$ cat config.mk
export PLATFORM = sky130hd
export DESIGN_NAME = net_tx_arbiter_flat
export DESIGN_NICKNAME = d
export VERILOG_FILES = /design/src/rtl/net_tx_arb_pkg.sv /design/src/rtl/net_tx_arbiter_if.sv /design/src/rtl/net_tx_arbiter_rr_pick.sv /design/src/rtl/net_tx_arbiter.sv /design/src/flat_wrapper.sv
export SDC_FILE = /design/constraint.sdc
export NUM_CORES = 1
export LEC_CHECK = 0
export BUFFER_PORTS_ARGS = -buffer_cell sky130_fd_sc_hd__buf_2
export CAP_MARGIN = 30
export CORE_AREA = 2 2 189 191
export CTS_CLUSTER_SIZE = 40
export DETAILED_ROUTE_END_ITERATION = 6
export DIE_AREA = 0 0 191 193
export PLACE_DENSITY_LB_ADDON = 0.25
export SLEW_MARGIN = 30
export SYNTH_ARGS = -nofsm -noshare
export SYNTH_HDL_FRONTEND = slang
export SYNTH_SLANG_ARGS = --single-unit
$ cat constraint.sdc
create_clock -name apclk -period 1.6 [get_ports apclk]
set_input_delay 0.24 -clock apclk [delete_from_list [all_inputs] [get_ports apclk]]
set_output_delay 0.24 -clock apclk [all_outputs]
set_load 0.03 [all_outputs]
$ cat src/rtl/net_tx_arb_pkg.sv
// Shared constants, FSM encoding and index helper for the network TX arbiter.
// Imported by net_tx_arbiter_if, rr_pick and net_tx_arbiter.
package net_tx_arb_pkg;

    localparam int DATA_W  = 64;
    localparam int KEEP_W  = 8;
    localparam int USER_W  = 64;
    localparam int CNT_W   = 32;
    localparam int GRANT_W = 3;

    typedef enum logic {
        IDLE = 1'b0,
        SEND = 1'b1
    } arb_state_e;

    // (base + off) mod n, used for the round-robin pointer and its search order.
    function automatic logic [GRANT_W-1:0] wrap_idx(input logic [GRANT_W-1:0] base,
                                                    input int unsigned        off,
                                                    input int unsigned        n);
        return GRANT_W'((32'(base) + off) % n);
    endfunction

endpackage

$ cat src/rtl/net_tx_arbiter_if.sv
// Bundle of the per-source TX streams, the shared toNet stream and the status outputs.
// slave = arbiter side, master = application/MAC/test side.
interface net_tx_arbiter_if
    import net_tx_arb_pkg::*;
#(
    parameter int NUM_SRC = 2
);
    logic [NUM_SRC*DATA_W-1:0] src_axis_tdata;
    logic [NUM_SRC*KEEP_W-1:0] src_axis_tkeep;
    logic [NUM_SRC*USER_W-1:0] src_axis_tuser;
    logic [NUM_SRC-1:0]        src_axis_tlast;
    logic [NUM_SRC-1:0]        src_axis_tvalid;
    logic [NUM_SRC-1:0]        src_axis_tready;

    logic [DATA_W-1:0]         toNet_axis_tdata;
    logic [KEEP_W-1:0]         toNet_axis_tkeep;
    logic [USER_W-1:0]         toNet_axis_tuser;
    logic                      toNet_axis_tlast;
    logic                      toNet_axis_tvalid;
    logic                      toNet_axis_tready;

    logic [GRANT_W-1:0]        grant_id;
    logic                      busy;
    logic                      stats_clear;
    logic [NUM_SRC*CNT_W-1:0]  pkt_cnt;

    modport slave (
        input  src_axis_tdata, src_axis_tkeep, src_axis_tuser, src_axis_tlast, src_axis_tvalid,
        output src_axis_tready,
        output toNet_axis_tdata, toNet_axis_tkeep, toNet_axis_tuser, toNet_axis_tlast,
        output toNet_axis_tvalid,
        input  toNet_axis_tready,
        output grant_id, busy, pkt_cnt,
        input  stats_clear
    );

    modport master (
        output src_axis_tdata, src_axis_tkeep, src_axis_tuser, src_axis_tlast, src_axis_tvalid,
        input  src_axis_tready,
        input  toNet_axis_tdata, toNet_axis_tkeep, toNet_axis_tuser, toNet_axis_tlast,
        input  toNet_axis_tvalid,
        output toNet_axis_tready,
        input  grant_id, busy, pkt_cnt,
        output stats_clear
    );

endinterface

$ cat src/rtl/net_tx_arbiter_rr_pick.sv
// Combinational round-robin picker: first set bit of req at or after ptr, wrapping.
module rr_pick
    import net_tx_arb_pkg::*;
#(
    parameter int NUM_SRC = 2
) (
    input  logic [NUM_SRC-1:0] req,
    input  logic [GRANT_W-1:0] ptr,
    output logic               any,
    output logic [GRANT_W-1:0] idx
);

    // Walk offsets from farthest to nearest so the nearest requester is written last.
    always_comb begin
        any = |req;
        idx = '0;
        for (int off = NUM_SRC - 1; off >= 0; off--) begin
            for (int i = 0; i < NUM_SRC; i++) begin
                if (req[i] && (wrap_idx(ptr, off, NUM_SRC) == GRANT_W'(i))) begin
                    idx = GRANT_W'(i);
                end
            end
        end
    end

endmodule

$ cat src/rtl/net_tx_arbiter.sv
// Packet-granular round-robin arbiter from NUM_SRC TX streams onto one toNet stream.
// Per-source packet counters are built only when NET_TX_ARB_STATS_EN is defined.
module net_tx_arbiter
    import net_tx_arb_pkg::*;
#(
    parameter int NUM_SRC = 2
) (
    input  logic             apclk,
    input  logic             apreset,
    net_tx_arbiter_if.slave  bus
);

    arb_state_e         state_q, state_d;
    logic [GRANT_W-1:0] grant_q, grant_d;
    logic [GRANT_W-1:0] rr_ptr_q, rr_ptr_d;
    logic               pick_any;
    logic [GRANT_W-1:0] pick_idx;
    logic               pkt_done;

    rr_pick #(.NUM_SRC(NUM_SRC)) u_pick (
        .req (bus.src_axis_tvalid),
        .ptr (rr_ptr_q),
        .any (pick_any),
        .idx (pick_idx)
    );

    // NOTE: every output and next-state value gets a default first, so no path leaves one unassigned (no latches).
    always_comb begin
        state_d               = state_q;
        grant_d               = grant_q;
        rr_ptr_d              = rr_ptr_q;
        pkt_done              = 1'b0;
        bus.src_axis_tready   = '0;
        bus.toNet_axis_tdata  = '0;
        bus.toNet_axis_tkeep  = '0;
        bus.toNet_axis_tuser  = '0;
        bus.toNet_axis_tlast  = 1'b0;
        bus.toNet_axis_tvalid = 1'b0;

        unique case (state_q)
            IDLE: begin
                if (pick_any) begin
                    grant_d = pick_idx;
                    state_d = SEND;
                end
            end
            SEND: begin
                for (int i = 0; i < NUM_SRC; i++) begin
                    if (grant_q == GRANT_W'(i)) begin
                        bus.toNet_axis_tdata  = bus.src_axis_tdata[i*DATA_W +: DATA_W];
                        bus.toNet_axis_tkeep  = bus.src_axis_tkeep[i*KEEP_W +: KEEP_W];
                        bus.toNet_axis_tuser  = bus.src_axis_tuser[i*USER_W +: USER_W];
                        bus.toNet_axis_tlast  = bus.src_axis_tlast[i];
                        bus.toNet_axis_tvalid = bus.src_axis_tvalid[i];
                        bus.src_axis_tready[i] = bus.toNet_axis_tready;
                    end
                end
                pkt_done = bus.toNet_axis_tvalid & bus.toNet_axis_tready & bus.toNet_axis_tlast;
                if (pkt_done) begin
                    state_d  = IDLE;
                    rr_ptr_d = wrap_idx(grant_q, 1, NUM_SRC);
                end
            end
            default: state_d = IDLE;
        endcase
    end

    // NOTE: state flops use non-blocking assignments only; combinational blocks above use blocking.
    always_ff @(posedge apclk or posedge apreset) begin
        if (apreset) begin
            state_q  <= IDLE;
            grant_q  <= '0;
            rr_ptr_q <= '0;
        end else begin
            state_q  <= state_d;
            grant_q  <= grant_d;
            rr_ptr_q <= rr_ptr_d;
        end
    end

    assign bus.grant_id = grant_q;
    assign bus.busy     = (state_q == SEND);

`ifdef NET_TX_ARB_STATS_EN
    logic [NUM_SRC-1:0][CNT_W-1:0] pkt_cnt_q, pkt_cnt_d;

    // Clear takes priority over a completing packet; counts stick at all-ones.
    always_comb begin
        pkt_cnt_d = pkt_cnt_q;
        if (bus.stats_clear) begin
            pkt_cnt_d = '0;
        end else if (pkt_done) begin
            for (int i = 0; i < NUM_SRC; i++) begin
                if ((grant_q == GRANT_W'(i)) && (pkt_cnt_q[i] != '1)) begin
                    pkt_cnt_d[i] = pkt_cnt_q[i] + CNT_W'(1);
                end
            end
        end
    end

    // NOTE: the counter array is a small register bank, not a RAM, so it is reset along with the FSM.
    always_ff @(posedge apclk or posedge apreset) begin
        if (apreset) begin
            pkt_cnt_q <= '0;
        end else begin
            pkt_cnt_q <= pkt_cnt_d;
        end
    end

    assign bus.pkt_cnt = pkt_cnt_q;
`else
    logic unused_stats_clear;
    assign unused_stats_clear = bus.stats_clear;
    assign bus.pkt_cnt        = '0;
`endif

endmodule

$ cat src/flat_wrapper.sv
// flat-port wrapper written by rule: the top's interface ports become plain ports
module net_tx_arbiter_flat import net_tx_arb_pkg::*;
#(
    parameter int NUM_SRC = 2
)
  (apclk, apreset, bus_src_axis_tdata, bus_src_axis_tkeep, bus_src_axis_tuser, bus_src_axis_tlast, bus_src_axis_tvalid, bus_src_axis_tready, bus_toNet_axis_tdata, bus_toNet_axis_tkeep, bus_toNet_axis_tuser, bus_toNet_axis_tlast, bus_toNet_axis_tvalid, bus_toNet_axis_tready, bus_grant_id, bus_busy, bus_pkt_cnt, bus_stats_clear);
  net_tx_arbiter_if #(.NUM_SRC(NUM_SRC)) bus_i ();
  input  logic apclk;
  input  logic apreset;
  input wire logic [$bits(bus_i.src_axis_tdata)-1:0] bus_src_axis_tdata;
  input wire logic [$bits(bus_i.src_axis_tkeep)-1:0] bus_src_axis_tkeep;
  input wire logic [$bits(bus_i.src_axis_tuser)-1:0] bus_src_axis_tuser;
  input wire logic [$bits(bus_i.src_axis_tlast)-1:0] bus_src_axis_tlast;
  input wire logic [$bits(bus_i.src_axis_tvalid)-1:0] bus_src_axis_tvalid;
  output wire logic [$bits(bus_i.src_axis_tready)-1:0] bus_src_axis_tready;
  output wire logic [$bits(bus_i.toNet_axis_tdata)-1:0] bus_toNet_axis_tdata;
  output wire logic [$bits(bus_i.toNet_axis_tkeep)-1:0] bus_toNet_axis_tkeep;
  output wire logic [$bits(bus_i.toNet_axis_tuser)-1:0] bus_toNet_axis_tuser;
  output wire logic [$bits(bus_i.toNet_axis_tlast)-1:0] bus_toNet_axis_tlast;
  output wire logic [$bits(bus_i.toNet_axis_tvalid)-1:0] bus_toNet_axis_tvalid;
  input wire logic [$bits(bus_i.toNet_axis_tready)-1:0] bus_toNet_axis_tready;
  output wire logic [$bits(bus_i.grant_id)-1:0] bus_grant_id;
  output wire logic [$bits(bus_i.busy)-1:0] bus_busy;
  output wire logic [$bits(bus_i.pkt_cnt)-1:0] bus_pkt_cnt;
  input wire logic [$bits(bus_i.stats_clear)-1:0] bus_stats_clear;
  assign bus_i.src_axis_tdata = bus_src_axis_tdata;
  assign bus_i.src_axis_tkeep = bus_src_axis_tkeep;
  assign bus_i.src_axis_tuser = bus_src_axis_tuser;
  assign bus_i.src_axis_tlast = bus_src_axis_tlast;
  assign bus_i.src_axis_tvalid = bus_src_axis_tvalid;
  assign bus_src_axis_tready = bus_i.src_axis_tready;
  assign bus_toNet_axis_tdata = bus_i.toNet_axis_tdata;
  assign bus_toNet_axis_tkeep = bus_i.toNet_axis_tkeep;
  assign bus_toNet_axis_tuser = bus_i.toNet_axis_tuser;
  assign bus_toNet_axis_tlast = bus_i.toNet_axis_tlast;
  assign bus_toNet_axis_tvalid = bus_i.toNet_axis_tvalid;
  assign bus_i.toNet_axis_tready = bus_toNet_axis_tready;
  assign bus_grant_id = bus_i.grant_id;
  assign bus_busy = bus_i.busy;
  assign bus_pkt_cnt = bus_i.pkt_cnt;
  assign bus_i.stats_clear = bus_stats_clear;
  net_tx_arbiter #(.NUM_SRC(NUM_SRC)) u_core (.apclk(apclk), .apreset(apreset), .bus(bus_i));
endmodule
== Yosys cells after proc, flatten, opt, wreduce, memory -nomap -nowiden ==
Index checks and enable logic that the tools add are counted.
Word-level totals
  register bits: 5
  bits of input ports: 280
  output and inout bits: 208
  word-level logic and storage cells: 43
Operators by class
  add/sub/neg operators: 2
  eq/ne operators: 1
  mux-type cells: 26
  bitwise logic cells: 3
  reductions and logical operators: 8
Operator list (count)
  64-bit 2-to-1 mux: 6
  8-bit 2-to-1 mux: 3
  1-bit 2-to-1 mux: 13
  3-bit logical NOT: 2
  3-bit 2-to-1 mux: 2
  2-bit AND reduction: 2
  3-bit by 1-bit == test with 1-bit output, second input constant: 1
  1-bit logical AND: 3
  1-bit adder, second input constant: 2
  1-bit AND: 2
  2-bit 2-to-1 mux: 1
  1-bit case mux with 2 select lines: 1
  2-bit OR reduction: 1
  1-bit inverter: 1

== Logic depth before layout (Yosys ltp) ==
  word-level depth: 8
  depth in mapped cells: 5
  gate-level depth less buffers: 3

== Modules after synthesis ==
Synthesis repeated with hierarchy kept, for this count alone.
Second synthesis, totals
  cell total of the unflattened synthesis: 414
  area total of the unflattened synthesis: 2996.6 sq um
By module, submodules not included
  net_tx_arbiter: times used 1, cells each 408, area each 2960.3 sq um, sequential area each 125.1 sq um
  rr_pick: times used 1, cells each 6, area each 36.3 sq um, sequential area each 0.0 sq um

== Worst setup path before layout ==
No wires, ideal clock.
  kind: register to output
  from: register u_core.grant_q[0], in the netlist u_core.bus.grant_id[0]
  to: output bus_toNet_axis_tdata[41]
  data arrival time: 1.508 ns
  data required time: 1.360 ns
  path slack: -0.148 ns
  stages on the path, launching flop included: 6
  path buffers: 3
  cells stage by stage: dfrtp_1 -> buf_4 -> buf_6 -> buf_6 -> mux2i_1 -> nor2_1
Between the ends
  cells in the longest elaborated chain, start to end: 4
  elaborated cells on any way between the ends: 5
  classes of those cells: 1 x eq/ne; 3 x mux; 1 x reduce/logical
Ends and longest elaborated chain
  start: declaration: line net_tx_arbiter.sv:14  | logic [GRANT_W-1:0] grant_q, grant_d;
  start signal: assignment: line net_tx_arbiter.sv:76  | grant_q <= grant_d;
  3-bit logical NOT: line net_tx_arbiter.sv:49  | if (grant_q == GRANT_W'(i)) begin
  64-bit 2-to-1 mux: line net_tx_arbiter.sv:49
  64-bit 2-to-1 mux *: line net_tx_arbiter.sv:49
  64-bit 2-to-1 mux *: line net_tx_arbiter.sv:40  | unique case (state_q)
  end: declaration: line flat_wrapper.sv:16  | output wire logic [$bits(bus_i.toNet_axis_tdata)-1:0] bus_toNet_axis_tdata;
Mark *: on every way between the ends. The rest lies on a longest branch, timed or not.

== Worst setup path after layout ==
  from: register u_core.grant_q[0], in the netlist u_core.bus.grant_id[0]
  to: output bus_toNet_axis_tuser[47]
Between the ends
  cells in the longest elaborated chain, start to end: 4
  elaborated cells on any way between the ends: 5
  classes of those cells: 1 x eq/ne; 3 x mux; 1 x reduce/logical
Ends and longest elaborated chain
  3-bit logical NOT: line net_tx_arbiter.sv:49
  64-bit 2-to-1 mux: line net_tx_arbiter.sv:49
  64-bit 2-to-1 mux *: line net_tx_arbiter.sv:49
  64-bit 2-to-1 mux *: line net_tx_arbiter.sv:40
  end: declaration: line flat_wrapper.sv:18  | output wire logic [$bits(bus_i.toNet_axis_tuser)-1:0] bus_toNet_axis_tuser;
Marked as above.

==> impl_metrics.env <==
export IMPL_die_area_um2=36860
export IMPL_initial_utilization_pct=7.984
export IMPL_drt_wl_total_um=17460
export IMPL_status="finished, violations left"
export IMPL_synth_seq_cells=3
export IMPL_grt_pass1_vias=4021
export IMPL_critPathKind="register to primary output"
export IMPL_ys_seq_area_share_pct=2.689
export IMPL_grt_pass1_wl_um=22800
export IMPL_vias=4247
export IMPL_port_buffers=420
export IMPL_coreArea_um2=34960
export IMPL_num_io_pins=488
export IMPL_violations="setup timing"
export IMPL_die_w_um=191
export IMPL_clk_pin_slew_worst_paths_ns=0.03
export IMPL_htreeDepth=1
export IMPL_yosys_warnings=0
export IMPL_firstDrtPassIters=4
export IMPL_p_int_mw=5.466
export IMPL_drive_above_1_share_pct=75.20
export IMPL_ys_types=19
export IMPL_synthCells=392
export IMPL_p_clk_share_pct=3.3
export IMPL_finalCriticalPeriod_ns=1.837
export IMPL_slew_violations=0
export IMPL_setup_tns_ns=-16.28
export IMPL_cts_sinks=3
export IMPL_final_hold_viol_count=0
export IMPL_fmax_mhz=544.2
export IMPL_clock_tree_root_cell="clkbuf_16"
export IMPL_ant_nets=0
export IMPL_grt_setup_unrepaired="yes"
export IMPL_hold_slack_ns=0.2637
export IMPL_power_frac_seq_pct=1.3
export IMPL_cellLeakagePower_nw=3.702
export IMPL_wl_per_cell_um=13.27
export IMPL_fp_dieH_um=193
export IMPL_place_gp_congestion=0.7410
export IMPL_cts_tree="yes"
export IMPL_cts_buffers=3
export IMPL_startpoint_type="register"
export IMPL_pwr_density_cell_nw_per_um2=1707
export IMPL_clock_skew_ns=0.0005337
export IMPL_hpwl_um=13930
export IMPL_synth_area_um2=2791
export IMPL_final_cell_count_no_fill=1316
export IMPL_antenna_found_initial=1
export IMPL_p_sw_mw=6.495
export IMPL_first_iter_violations=60
export IMPL_cp_data_required_time_ns=1.36
export IMPL_setup_slack_ns=-0.2375
export IMPL_viasPerCell=3.227
export IMPL_dpl_cell_count=1292
export IMPL_post_place_ws_ns=-0.1045
export IMPL_fin_crit_sh_pct=114.8
export IMPL_cp_arrival_ns=1.60
export IMPL_grt_overflow=0
export IMPL_rows=69
export IMPL_end_kind="primary output"
export IMPL_vdd_drop_max_mv=0.9598
export IMPL_diodes=0
export IMPL_combPwrFrac_pct=95.3
export IMPL_syn2layout_area_growth_pct=151.1
export IMPL_switching_share_pct=54.30
export IMPL_drc=0
export IMPL_nets=1136
export IMPL_hp_class="primary input to register"
export IMPL_critPathMaxFanout=12
export IMPL_drv_cap=0
export IMPL_nFillCells=3931
export IMPL_cts_path_max_buffers=2
export IMPL_avgSynthCellArea_um2=7.121
export IMPL_clk_latency_ns=0.22
export IMPL_track_usage_pct=8.325
export IMPL_setup_viol=138
export IMPL_grt_max_degree=21
-- worst max-delay path, stage by stage (launching register included) --
cell       delay (ns)
dfrtp_4          0.50
buf_12           0.17
clkbuf_16        0.19
mux2i_4          0.19
nor2_2           0.13
buf_6            0.15
-- worst paths after layout --
kind / startpoint / endpoint / slack [ns] / depth (start not counted)
worst min-delay path: bus_src_axis_tvalid[0] / u_core.bus.grant_id[0] / 0.26 / 2
min in group asynchronous: apreset / u_core.bus.grant_id[0] / 0.47 / 3
max in group asynchronous: apreset / u_core.bus.grant_id[0] / 0.98 / 3
worst max register to register: u_core.bus.grant_id[0] / u_core.rr_ptr_q[0] / 0.31 / 4
worst min register to register: u_core.rr_ptr_q[0] / u_core.rr_ptr_q[0] / 0.52 / 2
worst max-delay path: u_core.bus.grant_id[0] / bus_toNet_axis_tuser[47] / -0.24 / 5
-- timing repair --
| item | CTS | global route |
|---|---|---|
| setup buffers | 9 | 6 |
| pin swaps | 3 | 0 |
| endpoints found under the setup margin | 139 | 139 |
| resized for setup | 119 | 166 |
| hold buffers | 1 | 0 |
| endpoints found under the hold margin | 3 | 0 |
| cloned | 6 | 1 |
-- synthesized netlist by cell type (all sizes together) --
master,count,area share [%]
and3,1,0.22
dfrtp,3,2.7
buf,93,26
a31oi,1,0.22
nand2,2,0.27
inv,2,0.27
nand3b,1,0.27
nor2,140,19
clkinv,1,0.13
conb,1,0.13
mux2i,138,49
clkbuf,4,0.54
o22ai,1,0.22
a21oi,2,0.36
nand3,1,0.18
nor3,1,0.18
-- placed cells by master, fill, tap and decap left out, types with 8 or more instances in the layout --
master	Yosys	routed
nor2_4	0	11
buf_2	13	320
conb_1	1	66
buf_6	2	52
mux2i_2	0	29
clkbuf_4	0	14
nor2_1	140	41
mux2i_1	138	90
buf_4	71	84
mux2i_4	0	19
nor2_2	0	88
buf_16	0	8
-- cell families after synthesis --
family | after synthesis | synth area share [%]
other cells | 1 | 0.1343
flops | 3 | 2.689
compound gates | 4 | 0.8071
mux | 138 | 49.48
simple gates | 146 | 19.95
buf+inv | 100 | 26.94
-- flip-flops by register name (all words and copies together), names as in the netlist --
signal,cells
u_core.bus.busy,1
u_core.bus.grant_id,1
u_core.rr_ptr_q,1
-- through the flow --
stage,instance area [µm²],utilization [%],total power [mW]
final,7008,20.04,11.96
after global routing,7008,20.04,12.67
after CTS,6457,18.47,11.16
after detailed placement,5702,16.31,9.286
after global placement,5702,16.31,9.310
after floorplan,3286,-,6.696
-- power by group through the flow --
| stage | Combinational (mW) | Sequential [mW] | Clock (mW) |
|---|---|---|---|
| final | 11.4 | 0.161 | 0.397 |
| after global routing | 12.1 | 0.165 | 0.412 |
| after CTS | 10.6 | 0.169 | 0.401 |
| after detailed placement | 9.12 | 0.161 | 0 |
| after global placement | 9.15 | 0.159 | 0 |
| after floorplan | 6.53 | 0.164 | 0 |
-- area by class of cell --
type,instances,area [µm²],share of cell area (%)
clock buffer,4,78.83,1.125
inverter,3,23.77,0.3392
multi-input combinational,354,2858,40.78
sequential,3,80.08,1.143
tap,461,576.8,8.231
timing repair buffer,491,3391,48.38
-- routing by layer --
layer,vias to the layer above,GRT usage (%),wire length [µm]
met3,16,0.9955,1640
met1,1841,10.13,6808
li1,2098,-,-
met2,290,15.27,8706
met4,2,2.475,294
met5,-,0,13
Power figures use the tool's default switching activity.
